### src/rtl/rs_issue_scheduler.sv
// Dual-issue scheduler: rotating-priority pick of up to two ready RS entries,
// with a single non-pipelined multiplier tracked by a busy countdown.
module rs_issue_scheduler #(
    parameter int unsigned RS_SIZE  = 8,
    parameter int unsigned MULT_LAT = 4
) (
    input  logic                         clock,
    input  logic                         reset,
    input  logic [RS_SIZE-1:0]           i_ready,
    input  logic [RS_SIZE-1:0]           i_is_mult,
    input  logic                         i_stall,
    input  logic                         i_flush,
    output logic [1:0]                   o_issue_valid,
    output logic [2*$clog2(RS_SIZE)-1:0] o_issue_idx,
    output logic [1:0]                   o_issue_mult,
    output logic                         o_mult_busy
);

    localparam int unsigned IW  = $clog2(RS_SIZE);
    localparam int unsigned MCW = $clog2(MULT_LAT) + 1;

    logic [IW-1:0]      r_ptr;
    logic [MCW-1:0]     r_mcnt;
    logic [1:0]         r_issue_valid;
    logic [2*IW-1:0]    r_issue_idx;
    logic [1:0]         r_issue_mult;

    logic               w_mult_free;
    logic [RS_SIZE-1:0] w_elig;
    logic               w_g0_v;
    logic               w_g1_v;
    logic [IW-1:0]      w_g0_idx;
    logic [IW-1:0]      w_g1_idx;
    logic               w_g0_mult;
    logic               w_g1_mult;
    logic               w_accept;
    logic               w_mult_grant;

    assign w_mult_free = (r_mcnt == MCW'(0));

    // Last cycle's grants are masked so the RS has a cycle to drop ready.
    always_comb begin
        w_elig = '0;
        for (int i = 0; i < int'(RS_SIZE); i++) begin
            w_elig[i] = i_ready[i]
                && !(r_issue_valid[0] && r_issue_idx[IW-1:0] == IW'(i))
                && !(r_issue_valid[1] && r_issue_idx[2*IW-1:IW] == IW'(i))
                && (!i_is_mult[i] || w_mult_free);
        end
    end

    // Rotating scan from r_ptr; slot 1 may not take a second multiply.
    always_comb begin
        logic [IW-1:0] scan;
        w_g0_v   = 1'b0;
        w_g1_v   = 1'b0;
        w_g0_idx = '0;
        w_g1_idx = '0;
        scan     = '0;
        for (int k = 0; k < int'(RS_SIZE); k++) begin
            scan = r_ptr + IW'(k);
            if (w_elig[scan]) begin
                if (!w_g0_v) begin
                    w_g0_v   = 1'b1;
                    w_g0_idx = scan;
                end else if (!w_g1_v && !(i_is_mult[w_g0_idx] && i_is_mult[scan])) begin
                    w_g1_v   = 1'b1;
                    w_g1_idx = scan;
                end
            end
        end
    end

    assign w_g0_mult    = w_g0_v && i_is_mult[w_g0_idx];
    assign w_g1_mult    = w_g1_v && i_is_mult[w_g1_idx];
    assign w_accept     = !i_stall && !i_flush;
    assign w_mult_grant = w_accept && (w_g0_mult || w_g1_mult);

    always_ff @(posedge clock) begin
        if (reset) begin
            r_ptr         <= '0;
            r_mcnt        <= '0;
            r_issue_valid <= '0;
            r_issue_idx   <= '0;
            r_issue_mult  <= '0;
        end else begin
            if (w_accept) begin
                r_issue_valid <= {w_g1_v, w_g0_v};
                r_issue_idx   <= {(w_g1_v ? w_g1_idx : IW'(0)), (w_g0_v ? w_g0_idx : IW'(0))};
                r_issue_mult  <= {w_g1_mult, w_g0_mult};
                if (w_g0_v)
                    r_ptr <= (w_g1_v ? w_g1_idx : w_g0_idx) + IW'(1);
            end else begin
                r_issue_valid <= '0;
                r_issue_idx   <= '0;
                r_issue_mult  <= '0;
            end

            // Multiplier occupancy keeps counting down through stalls.
            if (i_flush)
                r_mcnt <= '0;
            else if (w_mult_grant)
                r_mcnt <= MCW'(MULT_LAT - 1);
            else if (r_mcnt != MCW'(0))
                r_mcnt <= r_mcnt - MCW'(1);
        end
    end

    assign o_issue_valid = r_issue_valid;
    assign o_issue_idx   = r_issue_idx;
    assign o_issue_mult  = r_issue_mult;
    assign o_mult_busy   = (r_mcnt != MCW'(0));

endmodule

### config.mk
export PLATFORM = sky130hd
export DESIGN_NAME = rs_issue_scheduler
export DESIGN_NICKNAME = d
export VERILOG_FILES = /design/src/rtl/rs_issue_scheduler.sv
export SDC_FILE = /design/constraint.sdc
export NUM_CORES = 1
export LEC_CHECK = 0
export CAP_MARGIN = 10
export CORE_MARGIN = 2
export CORE_UTILIZATION = 49
export CTS_CLUSTER_SIZE = 28
export DETAILED_ROUTE_END_ITERATION = 10
export HOLD_SLACK_MARGIN = 0.05
export PLACE_DENSITY_LB_ADDON = 0.2
export REMOVE_ABC_BUFFERS = 1
export SLEW_MARGIN = 5
export SYNTH_ARGS = -nofsm -noshare
export SYNTH_HDL_FRONTEND = slang
export SYNTH_SLANG_ARGS = --single-unit
export TNS_END_PERCENT = 100
### constraint.sdc
create_clock -name clock -period 10.8 [get_ports clock]
set_clock_uncertainty 0.1 [all_clocks]
set_input_delay 2.16 -clock clock [delete_from_list [all_inputs] [get_ports clock]]
set_output_delay 2.16 -clock clock [all_outputs]
set_load 0.005 [all_outputs]
==> results.py, run 1 <==
metrics = {
    "finish": {
        "num-fill-cells": 726,
        "area_growth_pct": 11.3,
        "drive_above_1_share_pct": 14.4,
        "fin_nets": 534,
        "diodes": 0,
    },
    "setup_path": {
        "cp-start-kind": "input pin",
        "critical_path_arrival_ns": 8.58,
        "critPathBufInv": 1,
        "worstPathRequired_ns": 10.84,
        "reg2reg_from": "r_mcnt[0]$_SDFFE_PP0P_",
        "worst-path-max-fanout": 14,
        "end_kind": "flop",
        "crit_chain": "clkdlybuf4s50_1 > a2111oi_4 > mux2_2 > o22ai_1 > nor2_1 > ha_1 > a21boi_0 > nor2_1 > mux2i_1 > mux2_2 > or3b_1 > a41oi_4 > or3_2 > o221ai_1 > a31oi_1 > o21ai_0 > ha_1 > or2_0 > a32o_1",
        "rrSetupSlack_ns": 3.99,
        "slowest_delay_ns": 0.79,
        "crit_slowest_cell": "clkdlybuf4s50_1",
        "path_delay_family": "compound AO/OA/AOI/OAI gates",
        "crit_path_start": "i_is_mult[2]",
        "path_class": "input pin to flop",
    },
    "clocking": {
        "path_clk_slew_ns": 0.06,
        "cts_resized": 0,
        "post-cts-setup-buffer-count": 0,
        "cts_buffers": 3,
        "clk_latency_ns": 0.25,
        "clock_path_buffers": 2,
        "clock-root-buffer": "clkbuf_8",
        "cts-htree-levels": 1,
        "postCtsHoldBufs": 0,
        "clock_sinks": 16,
        "cts_tree": "built",
    },
    "sta": {
        "period_share_pct": 79.0,
        "finalMaxSlewViolations": 0,
        "rsz0062_at_grt": "false",
        "post-route-min-period_ns": 8.53,
        "slew_headroom_pct": 34.8,
        "fin_tns_setup_ns": 0,
        "final-setup-viol-count": 0,
        "worst_pin_slew_ns": 0.962,
        "max_freq_mhz": 117,
        "hold_viol": 0,
    },
    "outcome": {
        "status": "finished, final reports clean",
    },
    "run": {
        "max_cap_viol_count": 0,
    },
    "logic_synthesis": {
        "synth_seq_cells": 16,
        "synth_compound_area_share_pct": 34.6,
        "netlist.area_leader.share_pct": 9.17,
        "synth_sequential_area_ratio_pct": 8.38,
        "synth_top_family_by_area": "compound AO/OA/AOI/OAI gates",
        "synth_top_cell_by_area": "mux2i_1",
        "synth_area_um2": 3820,
        "synth_ff_type": "dfxtp_1",
        "synth_xor_area_share_pct": 1.15,
        "yosysWarningCount": 0,
        "syn_inst": 493,
        "synthAdderAreaFrac_pct": 1.96,
        "synth_cell_types": 90,
        "synthMuxAreaShare_pct": 21.9,
        "synth_edf_count": 0,
        "synth.avg_cell_area_um2": 7.75,
        "synth_simple_gate_area_share_pct": 26.9,
        "ys_top_cells_by_area": "mux2i_1, mux4_2, dfxtp_1",
        "async_reset_ff_share_pct": 0,
    },
    "floorplanning": {
        "fp.dieH_um": 92.3,
        "io_pins": 31,
        "fp-row-count": 32,
        "die_w_um": 92.3,
        "design.core.area_um2": 7650,
        "die-area_um2": 8520,
        "initial_core_util_pct": 50.0,
    },
    "placement": {
        "io_buffers": 30,
        "hpwlAfterDp_um": 10100,
        "gp_congestion": 1.01,
    },
    "global_routing": {
        "use_met2_pct": 51.9,
        "grt_busiest_layer": "met2",
        "met3_usage_pct": 3.66,
        "grt_usage_pct": 32.5,
        "grt_pass1_wl_um": 22100,
        "grt_pass1_vias": 4153,
        "antenna_found_initial": 0,
        "globalRouteOverflowTotal": 0,
        "use_met1_pct": 44.7,
        "grt_max_degree": 42,
    },
    "min_path": {
        "hold_path_class": "flop to flop",
        "min_from": "r_mcnt[1]$_SDFFE_PP0P_",
    },
    "route": {
        "drt-pass1-iter-count": 5,
        "wire_per_inst_um": 22.3,
        "routed_wl_um": 13600,
        "drc_errors": 0,
        "vias_per_cell": 7.12,
        "drtAntennaViolNets": 0,
        "drt_iter0_markers": 544,
        "via_count": 4336,
    },
}
==> cell families (layout without fill, tap and decap cells) <==
logic type | count (synthesis) | after routing
buf+inv | 50 | 64
simple gates | 193 | 193
xor+xnor | 5 | 5
flops | 16 | 16
fa+ha+maj | 6 | 6
mux | 63 | 63
compound gates | 160 | 160
==> layer usage <==
layer	up-vias	part of all wire [%]
li1	1968	-
met1	2051	41
met2	270	46
met3	47	9.0
met4	0	3.8
met5	-	0
==> per-stage QoR <==
| step | util, % | setup WS [ns] | area (µm²) | std cells | hold WS [ns] |
|---|---|---|---|---|---|
| final | 55.6 | 2.27 | 4260 | 609 | 0.482 |
| after CTS | 55.6 | 2.40 | 4260 | 609 | 0.488 |
| after floorplan | - | 3.75 | 3710 | 465 | 0.440 |
| after detailed placement | 54.9 | 2.17 | 4200 | 605 | 0.471 |
| after global placement | 54.9 | 2.38 | 4200 | 605 | 0.466 |
| after global routing | 55.6 | 1.81 | 4260 | 609 | 0.563 |
==> worst paths after layout <==
| check | end | cells after the start |
|---|---|---|
| worst min-delay path | r_mcnt[1]$_SDFFE_PP0P_ | 4 |
| worst min register to register | r_mcnt[1]$_SDFFE_PP0P_ | 4 |
| worst max-delay path | r_ptr[2]$_SDFFE_PP0P_ | 19 |
| worst max register to register | r_ptr[2]$_SDFFE_PP0P_ | 23 |
==> layout make-up <==
type / count / area, µm² / share of cell area, %
Clock buffer: 4 / 55.1 / 1.29
Inverter: 22 / 82.6 / 1.94
Multi-Input combinational cell: 427 / 3310 / 77.8
Sequential cell: 16 / 320 / 7.53
Tap cell: 102 / 128 / 3.00
Timing Repair Buffer: 38 / 360 / 8.47
==> cells in the mapped netlist (5+ instances only) <==
cell,count
nand2_1,59
nor2_1,47
mux2i_1,35
o21ai_0,21
inv_1,19
a21oi_1,18
clkbuf_1,18
dfxtp_1,16
nor3_1,16
mux4_2,15
mux2_2,11
o211ai_1,11
nand3_1,9
o2111ai_1,9
nand4b_1,8
o221ai_1,8
a22oi_1,7
a31oi_1,6
buf_1,6
ha_1,6
o22ai_1,6
a211o_1,5
a21o_1,5
a22o_1,5
nand4_1,5
or2_2,5
==> sequential cells by signal (all words and copies together), names as in the netlist <==
signal,cells
o_issue_idx,6
o_issue_mult,2
r_mcnt,3
r_ptr,3
o_issue_valid,2
==> layout by cell type, fill, tap and decap left out, types with 5 or more instances in the layout <==
cell	Yosys	final
clkdlybuf4s50_1	0	30
a22oi_1	7	7
a22o_1	5	5
mux2_2	11	11
a21o_1	5	5
dfxtp_1	16	16
or2_2	5	5
o22ai_1	6	6
o2111ai_1	9	9
nand4_1	5	5
o211ai_1	11	11
mux2i_1	35	35
nor3_1	16	16
buf_4	0	8
a21oi_1	18	18
nand2_1	59	59
inv_1	19	19
nor2_1	47	47
mux4_2	15	15
o221ai_1	8	8
o21ai_0	21	21
nand4b_1	8	8
a31oi_1	6	6
nand3_1	9	9
ha_1	6	6
a211o_1	5	5
==> tightest hold or removal path, delay by kind of cell, from the launching register on <==
| family | cells | cell delay [ns] |
|---|---|---|
| flops | 1 | 0.33 |
| simple gates | 2 | 0.10 |
| compound gates | 2 | 0.12 |
Power of run 1 is not shown: default switching activity piles up to over one toggle a cycle in this logic, so the estimate is an artifact.
==> run 2, diff against run 1 <==
- clock period: 10.8 -> 8.6 ns (I/O delays scaled with it)
==> run 2 against run 1 <==
  * Via count grew 3.4%
  * Cell area grew 1.6%
  * Global-route usage shrank 0.21 points
  * Die area is the same
  * Hold slack gained 0.0080 ns
  * Critical path type unchanged
==> results.py, run 2 (synthesized netlist as in run 1, its figures left out) <==
metrics = {
    "floorplanning": {
        "io_pins": 31,
        "fp-row-count": 32,
        "fp.dieH_um": 92.3,
        "design.core.area_um2": 7650,
        "initial_core_util_pct": 50.0,
        "die_w_um": 92.3,
        "die-area_um2": 8520,
    },
    "setup_path": {
        "cp-start-kind": "input pin",
        "end_kind": "flop",
        "critical_path_arrival_ns": 7.70,
        "path_class": "input pin to flop",
        "worstPathRequired_ns": 8.64,
        "worst-path-max-fanout": 7,
    },
    "finish": {
        "layout_common_cells": "nand2_1, nor2_1, mux2i_1",
        "fin_nets": 543,
        "largest_reg_flops": 6,
        "diodes": 0,
        "fin_util_pct": 56.5,
        "area_growth_pct": 13.1,
        "drive_above_1_share_pct": 15.9,
        "design_area_um2": 4320,
        "final_common_cell": "nand2_1",
    },
    "placement": {
        "place_area_um2": 4270,
        "pre_cts_ws_ns": 0.798,
        "hpwlAfterDp_um": 10500,
        "gp_congestion": 1.02,
        "io_buffers": 30,
    },
    "clocking": {
        "clock-root-buffer": "clkbuf_8",
        "clock_sinks": 16,
        "clk_latency_ns": 0.25,
        "cts_buffers": 3,
        "postCtsHoldBufs": 0,
        "cts_tree": "built",
        "path_clk_slew_ns": 0.06,
        "cts-htree-levels": 1,
        "clock_path_buffers": 2,
        "cts_resized": 0,
        "post-cts-setup-buffer-count": 0,
    },
    "sta": {
        "worst_pin_slew_ns": 1.04,
        "finalMaxSlewViolations": 0,
        "period_share_pct": 89.0,
        "slew_headroom_pct": 30.8,
        "hold_viol": 0,
        "max_freq_mhz": 131,
        "rsz0062_at_grt": "false",
        "final-setup-viol-count": 0,
        "setup_slack_ns": 0.942,
        "post-route-min-period_ns": 7.66,
        "fin_tns_setup_ns": 0,
    },
    "route": {
        "wire_per_inst_um": 22.7,
        "drt-pass1-iter-count": 5,
        "drc_errors": 0,
        "drt_iter0_markers": 449,
        "routed_wl_um": 14000,
        "vias_per_cell": 7.26,
        "drtAntennaViolNets": 0,
        "via_count": 4485,
    },
    "global_routing": {
        "globalRouteOverflowTotal": 0,
        "grt_max_degree": 42,
        "grt_usage_pct": 32.2,
        "grt_pass1_vias": 4043,
        "antenna_found_initial": 0,
        "grt_pass1_wl_um": 21800,
    },
    "run": {
        "max_cap_viol_count": 0,
    },
    "outcome": {
        "status": "finished, final reports clean",
    },
    "min_path": {
        "hold_path_class": "flop to flop",
    },
}
## run 2: worst paths after layout
| path | startpoint | to | slack (ns) | depth (start not counted) |
|---|---|---|---|---|
| worst max-delay path | i_is_mult[1] | r_ptr[2]$_SDFFE_PP0P_ | 0.94 | 20 |
| worst min-delay path | r_mcnt[1]$_SDFFE_PP0P_ | r_mcnt[1]$_SDFFE_PP0P_ | 0.49 | 4 |
| worst min register to register | r_mcnt[1]$_SDFFE_PP0P_ | r_mcnt[1]$_SDFFE_PP0P_ | 0.49 | 4 |
| worst max register to register | r_ptr[0]$_SDFFE_PP0P_ | r_ptr[2]$_SDFFE_PP0P_ | 1.54 | 20 |
## run 2: metrics by stage
stage	hold slack (ns)	instances
floorplan	0.440	465
global placement	0.464	614
detailed placement	0.488	614
CTS	0.508	618
global route	0.547	618
finish	0.490	618
## run 2: layer usage
metal / global-route usage, % / share of wire [%]
met1: 44.0 / 42
met2: 51.2 / 45
met3: 3.74 / 8.5
met4: 14.4 / 4.5
met5: 0 / 0
## run 2: worst max-delay path: stages
cell and delay, ns:
clkdlybuf4s50_1 0.54, a2111oi_4 0.53, mux2_2 0.31, o22ai_1 0.09, buf_4 0.16, nor2_1 0.35
ha_1 0.33, a21boi_0 0.33, nor2_1 0.21, mux2i_1 0.40, mux2_2 0.38, or3b_1 0.41
a41oi_4 0.33, or3_2 0.22, o221ai_1 0.16, a31oi_1 0.36, o21ai_0 0.16, ha_1 0.22
or2_0 0.22, a32o_1 0.24
## run 2: area by class of cell
type / instances / area [µm²]
Fill cell: 715 / 3320
Multi-Input combinational cell: 427 / 3310
Tap cell: 102 / 128
Timing Repair Buffer: 47 / 428
Clock buffer: 4 / 55.1
Sequential cell: 16 / 320
Inverter: 22 / 82.6
Power of run 2 is left out for the same reason.
==> run 3, diff against run 2 <==
- clock period: 8.6 -> 9.1 ns (I/O delays scaled with it)
==> run 3 against run 2 <==
  * Core utilization fell by 0.77 points
  * Cell area fell by 1.4%
  * Sequential share of layout area grew 0.10 points
  * Die area is the same
  * Sequential cell count unchanged
  * Critical endpoint unchanged
  * Non-clock buffer count fell by 6
  * Hold slack lost 0.012 ns
==> results.py, run 3 (synthesized netlist as in run 1, its figures left out) <==
metrics = {
    "floorplanning": {
        "die-area_um2": 8520,
        "design.core.area_um2": 7650,
        "fp.dieH_um": 92.3,
        "die_w_um": 92.3,
        "io_pins": 31,
        "initial_core_util_pct": 50.0,
        "fp-row-count": 32,
    },
    "clocking": {
        "path_clk_slew_ns": 0.05,
        "post-cts-setup-buffer-count": 0,
        "cts_resized": 0,
        "cts_buffers": 3,
        "clock-root-buffer": "clkbuf_8",
        "clock_sinks": 16,
        "clock_path_buffers": 2,
        "clk_latency_ns": 0.24,
        "postCtsHoldBufs": 0,
        "cts_tree": "built",
        "cts-htree-levels": 1,
    },
    "setup_path": {
        "critPathBufInv": 1,
        "crit_chain": "clkdlybuf4s50_1 > a2111oi_4 > mux2_2 > o22ai_1 > nor2_1 > ha_1 > a21boi_0 > nor2_1 > mux2i_1 > mux2_2 > or3b_1 > a41oi_4 > or3_2 > o221ai_1 > a31oi_1 > o21ai_0 > ha_1 > or2_0 > a32o_1",
        "critical_path_arrival_ns": 8.20,
        "slowest_delay_ns": 0.80,
        "path_delay_family": "compound AO/OA/AOI/OAI gates",
        "end_kind": "flop",
        "worst-path-max-fanout": 14,
        "r2r_end": "r_ptr[2]$_SDFFE_PP0P_",
        "path_class": "input pin to flop",
        "rrSetupSlack_ns": 2.19,
        "worstPathRequired_ns": 9.14,
        "reg2reg_from": "r_ptr[0]$_SDFFE_PP0P_",
        "r2r_cells": 20,
        "cp-start-kind": "input pin",
        "crit_slowest_cell": "clkdlybuf4s50_1",
    },
    "route": {
        "via_count": 4349,
        "vias_per_cell": 7.12,
        "drt_iter0_markers": 367,
        "wire_per_inst_um": 22.3,
        "drtAntennaViolNets": 0,
        "routed_wl_um": 13600,
        "drc_errors": 0,
        "drt-pass1-iter-count": 5,
    },
    "min_path": {
        "min_from": "r_mcnt[1]$_SDFFE_PP0P_",
        "hold_path_class": "flop to flop",
        "min_delay_path_depth": 4,
        "whs_endpoint": "r_mcnt[1]$_SDFFE_PP0P_",
    },
    "finish": {
        "drive_above_1_share_pct": 14.7,
        "num-fill-cells": 730,
        "largest_reg_flops": 6,
        "multi_input_area_um2": 3310,
        "layout_common_cells": "nand2_1, nor2_1, mux2i_1",
        "area_growth_pct": 11.6,
        "diodes": 0,
        "regArea_um2": 320,
        "fin_nets": 537,
        "final_common_cell": "nand2_1",
    },
    "placement": {
        "gp_congestion": 0.970,
        "hpwlAfterDp_um": 10200,
        "pre_cts_ws_ns": 0.789,
        "io_buffers": 30,
    },
    "sta": {
        "fin_tns_setup_ns": 0,
        "hold_viol": 0,
        "post-route-min-period_ns": 8.16,
        "period_share_pct": 89.7,
        "final-setup-viol-count": 0,
        "rsz0062_at_grt": "false",
        "worst_pin_slew_ns": 0.969,
        "max_freq_mhz": 123,
        "holdWs_ns": 0.478,
        "finalMaxSlewViolations": 0,
        "slew_headroom_pct": 35.3,
        "setup_slack_ns": 0.937,
    },
    "global_routing": {
        "antenna_found_initial": 0,
        "grt_pass1_wl_um": 21800,
        "grt_pass1_vias": 4177,
        "grt_max_degree": 42,
        "globalRouteOverflowTotal": 0,
        "grt_usage_pct": 32.0,
    },
    "outcome": {
        "status": "finished, final reports clean",
    },
    "run": {
        "max_cap_viol_count": 0,
    },
}
==> run 3: cell count changes in the layout (fill, tap and decap cells not counted), sizes merged <==
| cell | previous run | this run |
|---|---|---|
| buf | 17 | 11 |
| clkbuf | 4 | 3 |
==> run 3: through the flow <==
stage | area (µm²) | util [%] | std cells
after detailed placement | 4220 | 55.2 | 608
after CTS | 4260 | 55.8 | 611
after global placement | 4220 | 55.2 | 608
final | 4260 | 55.8 | 611
after floorplan | 3710 | - | 465
after global routing | 4260 | 55.8 | 611
==> run 3: tightest hold or removal path, delay by kind of cell (launching register included) <==
family / cells / cell delay, ns
AO/OA/AOI/OAI: 2 / 0.12
flip-flops: 1 / 0.32
AND/OR/NAND/NOR: 2 / 0.10
==> run 3: how the worst max path moves through the flow <==
stage / depth (start not counted) / to / slack (ns) / from
2_1_floorplan: 18 / r_ptr[2]$_SDFFE_PP0P_ / 2.39 / i_is_mult[2]
5_1_grt: 19 / r_ptr[2]$_SDFFE_PP0P_ / 0.45 / i_is_mult[2]
4_1_cts: 19 / r_ptr[2]$_SDFFE_PP0P_ / 1.04 / i_is_mult[2]
3_3_place_gp: 19 / r_ptr[2]$_SDFFE_PP0P_ / 1.01 / i_is_mult[2]
6_report: 19 / r_ptr[2]$_SDFFE_PP0P_ / 0.94 / i_is_mult[2]
3_5_place_dp: 19 / r_ptr[2]$_SDFFE_PP0P_ / 0.79 / i_is_mult[2]
==> run 3: routing by layer <==
metal	wire, µm	GRT usage (%)
met5	0	0
met4	576	14.6
met3	1060	3.74
met2	6310	51.9
met1	5680	42.5
==> run 3: layout make-up <==
| type | count | share of cell area (%) |
|---|---|---|
| multi-input cells | 427 | 77.6 |
| clock buffers | 3 | 0.968 |
| flip-flops and latches | 16 | 7.51 |
| well taps | 102 | 2.99 |
| repair buffers | 41 | 8.98 |
| inverters | 22 | 1.94 |
Power of run 3 is left out for the same reason.
